File: config.mk
export PLATFORM = sky130hd
export DESIGN_NAME = seven_seg_multi
export DESIGN_NICKNAME = d
export VERILOG_FILES = /design/src/rtl/seven_seg_multi.sv
export SDC_FILE = /design/constraint.sdc
export NUM_CORES = 1
export LEC_CHECK = 0
export BUFFER_PORTS_ARGS = -buffer_cell sky130_fd_sc_hd__buf_2
export CORE_UTILIZATION = 55
export CTS_CLUSTER_SIZE = 12
export DETAILED_ROUTE_END_ITERATION = 8
export PLACE_DENSITY = 0.74
export SYNTH_ARGS = -nofsm -noshare
export SYNTH_HDL_FRONTEND = slang
export SYNTH_SLANG_ARGS = --single-unit
File: constraint.sdc
create_clock -name clk -period 2.46 [get_ports clk]
set_input_delay 0.246 -clock clk [delete_from_list [all_inputs] [get_ports clk]]
set_output_delay 0.246 -clock clk [all_outputs]
set_load 0.01 [all_outputs]
File: src/rtl/seven_seg_multi.sv
// Binary-to-BCD (double-dabble) converter driving DIGITS active-low seven-segment digits,
// with leading-zero blanking, overflow dashes and a whole-display blink.
`timescale 1ns/1ps
module seven_seg_multi #(
  parameter int DIGITS    = 2,
  parameter int IN_W      = 6,
  parameter int BLINK_DIV = 25000000
) (
  input  logic                  clk,
  input  logic                  rst_n,
  input  logic                  in_valid,
  output logic                  in_ready,
  input  logic [IN_W-1:0]       in_data,
  input  logic                  blank_lz,
  input  logic                  blink_en,
  output logic [7*DIGITS-1:0]   seg_out,
  output logic                  ovf
);

  localparam int BCD_W = 4 * DIGITS;
  localparam int SEG_W = 7 * DIGITS;
  localparam int CW    = $clog2(IN_W + 1);
  localparam int BW    = (BLINK_DIV > 1) ? $clog2(BLINK_DIV) : 1;

  localparam logic [6:0] SEG_BLANK = 7'b1111111;
  localparam logic [6:0] SEG_DASH  = 7'b0111111;

  typedef enum logic [1:0] {IDLE, CONVERT, UPDATE} state_t;

  state_t            state_q, state_d;
  logic [IN_W-1:0]   data_q, data_d;
  logic [BCD_W-1:0]  bcd_q, bcd_d;
  logic [CW-1:0]     cnt_q, cnt_d;
  logic              sticky_q, sticky_d;
  logic              blank_q, blank_d;
  logic [SEG_W-1:0]  disp_q, disp_d;
  logic              ovf_q, ovf_d;
  logic [BW-1:0]     bcnt_q, bcnt_d;
  logic              phase_q, phase_d;

  logic [BCD_W-1:0]  bcd_adj;
  logic [SEG_W-1:0]  seg_dec;
  logic              nz_acc;

  function automatic logic [6:0] seg7(input logic [3:0] d);
    case (d)
      4'd0:    seg7 = 7'b1000000;
      4'd1:    seg7 = 7'b1111001;
      4'd2:    seg7 = 7'b0100100;
      4'd3:    seg7 = 7'b0110000;
      4'd4:    seg7 = 7'b0011001;
      4'd5:    seg7 = 7'b0010010;
      4'd6:    seg7 = 7'b0000010;
      4'd7:    seg7 = 7'b1111000;
      4'd8:    seg7 = 7'b0000000;
      4'd9:    seg7 = 7'b0010000;
      default: seg7 = SEG_BLANK;
    endcase
  endfunction

  // Double-dabble correction: every nibble of 5 or more gets +3 before the shift.
  genvar gi;
  generate
    for (gi = 0; gi < DIGITS; gi++) begin : g_adj
      assign bcd_adj[4*gi +: 4] = (bcd_q[4*gi +: 4] >= 4'd5) ?
                                  bcd_q[4*gi +: 4] + 4'd3 : bcd_q[4*gi +: 4];
    end
  endgenerate

  // Digit decode; a digit is blanked only if it and every digit above it is zero.
  always_comb begin
    seg_dec = '1;
    nz_acc  = 1'b0;
    for (int k = DIGITS - 1; k >= 0; k--) begin
      nz_acc = nz_acc | (|bcd_q[4*k +: 4]);
      if (blank_q && (k != 0) && !nz_acc)
        seg_dec[7*k +: 7] = SEG_BLANK;
      else
        seg_dec[7*k +: 7] = seg7(bcd_q[4*k +: 4]);
    end
  end

  always_comb begin
    state_d  = state_q;
    data_d   = data_q;
    bcd_d    = bcd_q;
    cnt_d    = cnt_q;
    sticky_d = sticky_q;
    blank_d  = blank_q;
    disp_d   = disp_q;
    ovf_d    = ovf_q;
    case (state_q)
      IDLE: begin
        if (in_valid) begin
          data_d   = in_data;
          blank_d  = blank_lz;
          bcd_d    = '0;
          cnt_d    = '0;
          sticky_d = 1'b0;
          state_d  = CONVERT;
        end
      end
      CONVERT: begin
        bcd_d    = {bcd_adj[BCD_W-2:0], data_q[IN_W-1]};
        data_d   = data_q << 1;
        sticky_d = sticky_q | bcd_adj[BCD_W-1];
        cnt_d    = cnt_q + 1'b1;
        if (cnt_q == CW'(IN_W - 1))
          state_d = UPDATE;
      end
      UPDATE: begin
        disp_d  = sticky_q ? {DIGITS{SEG_DASH}} : seg_dec;
        ovf_d   = sticky_q;
        state_d = IDLE;
      end
      default: state_d = IDLE;
    endcase
  end

  // Blink phase: free-running while enabled, parked "on" while disabled.
  always_comb begin
    bcnt_d  = bcnt_q;
    phase_d = phase_q;
    if (!blink_en) begin
      bcnt_d  = '0;
      phase_d = 1'b1;
    end else if (bcnt_q == BW'(BLINK_DIV - 1)) begin
      bcnt_d  = '0;
      phase_d = ~phase_q;
    end else begin
      bcnt_d = bcnt_q + 1'b1;
    end
  end

  always_ff @(posedge clk) begin
    if (!rst_n) begin
      state_q  <= IDLE;
      data_q   <= '0;
      bcd_q    <= '0;
      cnt_q    <= '0;
      sticky_q <= 1'b0;
      blank_q  <= 1'b0;
      disp_q   <= '1;
      ovf_q    <= 1'b0;
      bcnt_q   <= '0;
      phase_q  <= 1'b1;
    end else begin
      state_q  <= state_d;
      data_q   <= data_d;
      bcd_q    <= bcd_d;
      cnt_q    <= cnt_d;
      sticky_q <= sticky_d;
      blank_q  <= blank_d;
      disp_q   <= disp_d;
      ovf_q    <= ovf_d;
      bcnt_q   <= bcnt_d;
      phase_q  <= phase_d;
    end
  end

  assign in_ready = (state_q == IDLE);
  assign seg_out  = phase_q ? disp_q : '1;
  assign ovf      = ovf_q;

endmodule

==> impl_metrics.py, run 1 <==
metrics = {
    "outcome": {
        "outcome": "complete, no violations",
    },
    "sta": {
        "hold_viol_final": 0,
        "skew_ns": 0.00984,
        "period_minus_slack_ns": 2.26,
        "setup_viol": 0,
        "relSlewSlack_pct": 64.0,
        "max_freq_mhz": 443,
        "worst_pin_slew_ns": 0.537,
        "rsz0062_at_grt": "no",
        "slew_violations": 0,
        "tns_ns": 0,
        "fin_crit_sh_pct": 91.7,
    },
    "placed_design": {
        "dp.cells": 495,
        "dpl_cell_area_mm2": 0.00383,
        "dpl.hpwl_mm": 5.13,
        "portBuffers": 26,
        "place.gp.congestion": 0.866,
    },
    "floorplan": {
        "start_util_pct": 57.1,
        "core_area_mm2": 0.00639,
        "floorplan.die.width_um": 83.4,
        "rows": 29,
        "dieArea_mm2": 0.00695,
        "pin_count": 27,
        "die_y_um": 83.4,
    },
    "critical_path": {
        "startpoint_type": "register",
        "critPathArrivalTime_ns": 2.48,
        "worstReg2RegStart": "bcd_q[5]",
        "crit_path_max_fanout": 7,
        "crit_required_ns": 2.68,
        "critPathCaptureType": "register",
        "rrSetupSlack_ns": 0.20,
        "rr_worst_depth": 10,
        "startpoint": "bcd_q[5]",
        "path_class": "reg -> reg",
    },
    "layout": {
        "stdcell_count": 512,
        "nNetsFinal": 459,
        "mostFrequentLayoutCells": "dfxtp_1 (76), nor2_1 (42), nand2_1 (39)",
        "final_common_cell": "dfxtp_1",
        "fillCellCount": 538,
        "final_layout_size_suffix_gt1_share_pct": 17.0,
        "final_area_mm2": 0.00407,
        "antenna_cells": 0,
        "area_growth_pct": 11.7,
    },
    "clocking": {
        "root_buffer": "clkbuf_8",
        "htree_levels": 3,
        "cts_buffers": 9,
        "path_clk_slew_ns": 0.08,
        "cts_resized": 0,
        "clkLatencyLatePin_ns": 0.35,
        "ctsHoldBuffers": 0,
        "clock_path_buffers": 2,
        "cts_tree": "done",
        "cts_sinks": 76,
        "post-cts-setup-buffers": 0,
    },
    "yosys": {
        "synth_seq_cells": 76,
        "ys_warn_count": 0,
        "seq_area_frac_synth_pct": 41.8,
        "async_reset_ff_share_pct": 0,
        "avgSynthCellArea_um2": 9.06,
        "syn_area_mm2": 0.00364,
        "synthCells": 402,
        "synth_edf_count": 0,
        "syn_nets": 431,
        "synth.distinct_cells": 66,
        "synth_top_flop_cell": "dfxtp_1",
    },
    "job": {
        "cap_violations": 0,
    },
    "routing": {
        "drt_first_pass_iters": 5,
        "wl_met2_mm": 3.48,
        "drt_wl_total_mm": 7.11,
        "dr_total_vias": 2800,
        "drc_errors": 0,
        "wl_per_cell_um": 13.9,
        "final_antenna_net_count": 0,
        "wl_met1_mm": 3.32,
        "top_layer_used": "met4",
        "initialDrtViolationCount": 120,
        "via_per_inst": 5.47,
        "met3WireLength_um": 229,
    },
    "pwr": {
        "p_per_area_mw_per_mm2": 603,
        "p_leak_nw": 1.65,
        "ir_worst_vdd_uv": 440,
    },
    "global_routing": {
        "grt_first_pass_wirelength_mm": 12.4,
        "grt_overflow_total": 0,
        "antenna_found_initial": 0,
        "grt_max_degree": 28,
        "grt_usage_pct": 22.2,
        "grt_pass1_vias": 2703,
    },
    "hold_path": {
        "hold_depth": 2,
        "hold_class": "in -> reg",
    },
}
## report_power, final
group	switching [W]	internal, W
Clock	0.000464	0.000630
Combinational	0.0000622	0.0000371
Sequential	0.0000127	0.00125
## how the worst min path moves through the flow
| stage | start | end | slack, ns |
|---|---|---|---|
| after floorplan | blink_en | phase_q | 0.33 |
| after global placement | register | disp_q[11] | 0.43 |
| after detailed placement | register | disp_q[8] | 0.43 |
| after CTS | blink_en | phase_q | 0.12 |
| after global routing | blink_en | phase_q | 0.12 |
| final | blink_en | phase_q | 0.13 |
## sequential cells by signal, summed over array words and instances (netlist names), named ones only
register and count:
seg_dec 7, sticky_q 1, bcnt_q 25, state_q 2
cnt_q 3, bcd_q 8, disp_q 14, ovf 1
phase_q 1, blank_q 1, data_q 6
## metal layers
layer,global-route usage (%),vias up
li1,-,1436
met2,37.9,49
met1,27.0,1306
met4,6.43,0
met5,0,-
met3,6.46,9
## kinds of logic (layout without fill, tap and decap cells)
logic type	after synthesis	after routing	synth area share, %
AOI/OAI and AO/OA	80	80	16.3
xor gates and xnor gates	26	26	6.25
adders and majority gates	18	18	6.18
buffers and inverters	34	67	4.16
DFF	76	76	41.8
muxes	3	3	0.961
and+or+nand+nor	165	165	24.3
## Yosys cell counts (all sizes together) (3+ instances only)
cell     n  area share, %
dfxtp   76             42
nor2    45            4.8
nand2   39            4.0
o21ai   26            3.8
inv     19            2.0
ha      18            6.2
nand2b  18            3.1
nand3   16            2.7
xor2    16            3.8
a21oi   11            1.5
nor3    10            1.8
xnor2   10            2.4
o22ai    9            1.5
and3     8            1.4
clkbuf   8           0.82
buf      7            1.4
a21boi   6            1.2
a22oi    5            1.4
nor2b    5           0.93
a311oi   3           0.72
a32o     3           0.82
a32oi    3            1.2
nand3b   3           0.72
nor3b    3           0.62
nor4     3            1.1
o21a     3           0.62
or2      3           0.52
## stage by stage
step                      total power (W)  hold slack [ns]  utilization (%)  setup WS [ns]
final                             0.00245            0.127             63.7          0.205
after global placement            0.00138            0.429             59.9          0.325
after detailed placement          0.00139            0.429             59.9          0.245
after floorplan                   0.00135            0.332                -          0.471
after global routing              0.00255            0.122             63.7         0.0106
after CTS                         0.00247            0.119             63.6          0.226
## layout make-up
type	instances	area (um2)	share of cell area (%)
clock buffer	11	151	3.72
clock inverter	5	82.6	2.03
inverter	19	71.3	1.75
multi-input combinational	292	1970	48.4
sequential	76	1520	37.4
tap	77	96.3	2.37
timing repair buffer	32	175	4.31
## critical path: stages (launching register included)
cell and delay (ns):
dfxtp_1 0.36, inv_1 0.10, ha_1 0.19, nand2b_1 0.15
a21oi_1 0.26, xnor2_1 0.13, o21ai_2 0.30, inv_1 0.14
ha_1 0.23, a21oi_1 0.18, a21oi_1 0.10
Power figures use the tool's default switching activity.
==> run 2, diff against run 1 <==
Settings changed: CAP_MARGIN from default to 20, GPL_TIMING_DRIVEN from default to 0.
==> run 2 against run 1 <==
Net effect:
- power grew 2.6%
- combinational power is essentially flat
- sequential share of layout area is 0.45 points lower
- hold slack improved by 0.0067 ns
- maximum frequency down 1.2%
- design area up 1.2%
- worst setup slack worse by 0.028 ns
- wire length up 0.80%
- first-iteration DRC count fell by 9.2%
- non-clock buffer count grew 9
==> impl_metrics.py, run 2 (same netlist as run 1, synthesis figures left out) <==
metrics = {
    "critical_path": {
        "crit_path_frequent_cell": "inv_1",
        "crit_path_max_incr_delay_ns": 0.42,
        "crit_required_ns": 2.70,
        "crit_chain": "inv_1 > ha_1 > nand2b_1 > a21o_1 > a32o_1 > inv_1 > ha_1 > inv_1 > o21ai_0 > a21boi_0",
        "rr_worst_depth": 10,
        "crit_path_max_fanout": 6,
        "path_buf_inv": 3,
        "worstReg2RegStart": "bcd_q[0]",
        "path_class": "reg -> reg",
        "cp_slowest_cell": "dfxtp_1",
        "critPathCaptureType": "register",
        "critPathArrivalTime_ns": 2.52,
        "startpoint_type": "register",
        "rrSetupSlack_ns": 0.18,
        "startpoint": "bcd_q[0]",
        "worst_path_dominant_cell_family": "compound AO/OA/AOI/OAI gates",
    },
    "clocking": {
        "post-cts-setup-buffers": 0,
        "path_clk_slew_ns": 0.08,
        "htree_levels": 3,
        "clock_path_buffers": 2,
        "cts_buffers": 9,
        "root_buffer": "clkbuf_8",
        "cts_sinks": 76,
        "clkLatencyLatePin_ns": 0.36,
        "cts_resized": 0,
        "ctsHoldBuffers": 0,
        "cts_tree": "done",
    },
    "outcome": {
        "outcome": "complete, no violations",
    },
    "placed_design": {
        "dpl.hpwl_mm": 5.27,
        "portBuffers": 26,
        "place.gp.congestion": 0.799,
    },
    "floorplan": {
        "core_area_mm2": 0.00639,
        "floorplan.die.width_um": 83.4,
        "dieArea_mm2": 0.00695,
        "die_y_um": 83.4,
        "pin_count": 27,
        "rows": 29,
        "start_util_pct": 57.1,
    },
    "layout": {
        "largest_reg_flops": 25,
        "final_layout_size_suffix_gt1_share_pct": 16.9,
        "antenna_cells": 0,
        "mostFrequentLayoutCells": "dfxtp_1 (76), nor2_1 (42), nand2_1 (39)",
        "nNetsFinal": 468,
        "regMostFlops": "bcnt_q",
        "reg.largest.list": "bcnt_q: 25 flops, disp_q: 14 flops, bcd_q: 8 flops",
        "final_common_cell": "dfxtp_1",
        "fillCellCount": 547,
        "area_growth_pct": 13.0,
    },
    "hold_path": {
        "hold_class": "in -> reg",
        "hold_start": "blink_en",
        "hold_depth": 2,
        "hold-path-endpoint": "phase_q",
    },
    "routing": {
        "final_antenna_net_count": 0,
        "drt_first_pass_iters": 5,
        "drc_errors": 0,
        "dr_total_vias": 2820,
        "drt_wl_total_mm": 7.17,
        "initialDrtViolationCount": 109,
        "wl_per_cell_um": 13.8,
        "via_per_inst": 5.41,
    },
    "sta": {
        "skew_ns": 0.0116,
        "fin_crit_sh_pct": 92.8,
        "slew_violations": 0,
        "hold_viol_final": 0,
        "setup_viol": 0,
        "holdWs_ns": 0.134,
        "tns_ns": 0,
        "relSlewSlack_pct": 69.9,
        "rsz0062_at_grt": "no",
        "max_freq_mhz": 438,
        "period_minus_slack_ns": 2.28,
        "worst_pin_slew_ns": 0.452,
    },
    "global_routing": {
        "grt_overflow_total": 0,
        "grt_pass1_vias": 2660,
        "grt_usage_pct": 21.1,
        "grt_max_degree": 14,
        "antenna_found_initial": 0,
        "grt_first_pass_wirelength_mm": 11.8,
    },
    "pwr": {
        "p_leak_nw": 1.66,
        "ir_worst_vdd_uv": 500,
        "p_per_area_mw_per_mm2": 611,
    },
    "job": {
        "cap_violations": 0,
    },
}
## run 2: report_power, final
| group | internal (W) | total, W | switching [W] |
|---|---|---|---|
| logic | 0.0000384 | 0.000101 | 0.0000628 |
| registers | 0.00125 | 0.00126 | 0.0000130 |
| clock network | 0.000701 | 0.00116 | 0.000454 |
## run 2: how the worst max path moves through the flow
stage	slack (ns)	depth (start not counted)	end
2_1_floorplan	0.47	10	register
3_3_place_gp	0.25	10	register
3_5_place_dp	0.21	10	register
4_1_cts	0.18	10	register
5_1_grt	0.01	10	register
6_report	0.18	10	register
## run 2: stage by stage
stage / utilization (%) / cell area, um2 / std cells / worst slack, ns / power, W
2_1_floorplan: - / 3640 / 402 / 0.471 / 0.00135
4_1_cts: 64.5 / 4120 / 521 / 0.182 / 0.00254
6_report: 64.5 / 4120 / 521 / 0.177 / 0.00252
3_3_place_gp: 60.6 / 3870 / 505 / 0.247 / 0.00139
5_1_grt: 64.5 / 4120 / 521 / 0.0124 / 0.00260
3_5_place_dp: 60.6 / 3870 / 505 / 0.211 / 0.00139
## run 2: final cells by class
cell class,instances,area [um2],area share (%)
inverters,19,71.3,1.73
repair buffers,26,130,3.16
clock buffers,10,138,3.34
flip-flops and latches,76,1520,36.9
plain buffers,15,80.1,1.94
well taps,77,96.3,2.34
multi-input cells,292,1970,47.8
clock inverters,6,111,2.70
## run 2: per-layer routing
metal	global-route usage, %	wire length, um	part of all wire (%)	vias up
li1	-	-	-	1464
met1	24.8	3250	45	1303
met2	37.4	3550	50	45
met3	4.97	259	3.6	8
met4	7.21	104	1.5	0
met5	0	0	0	-
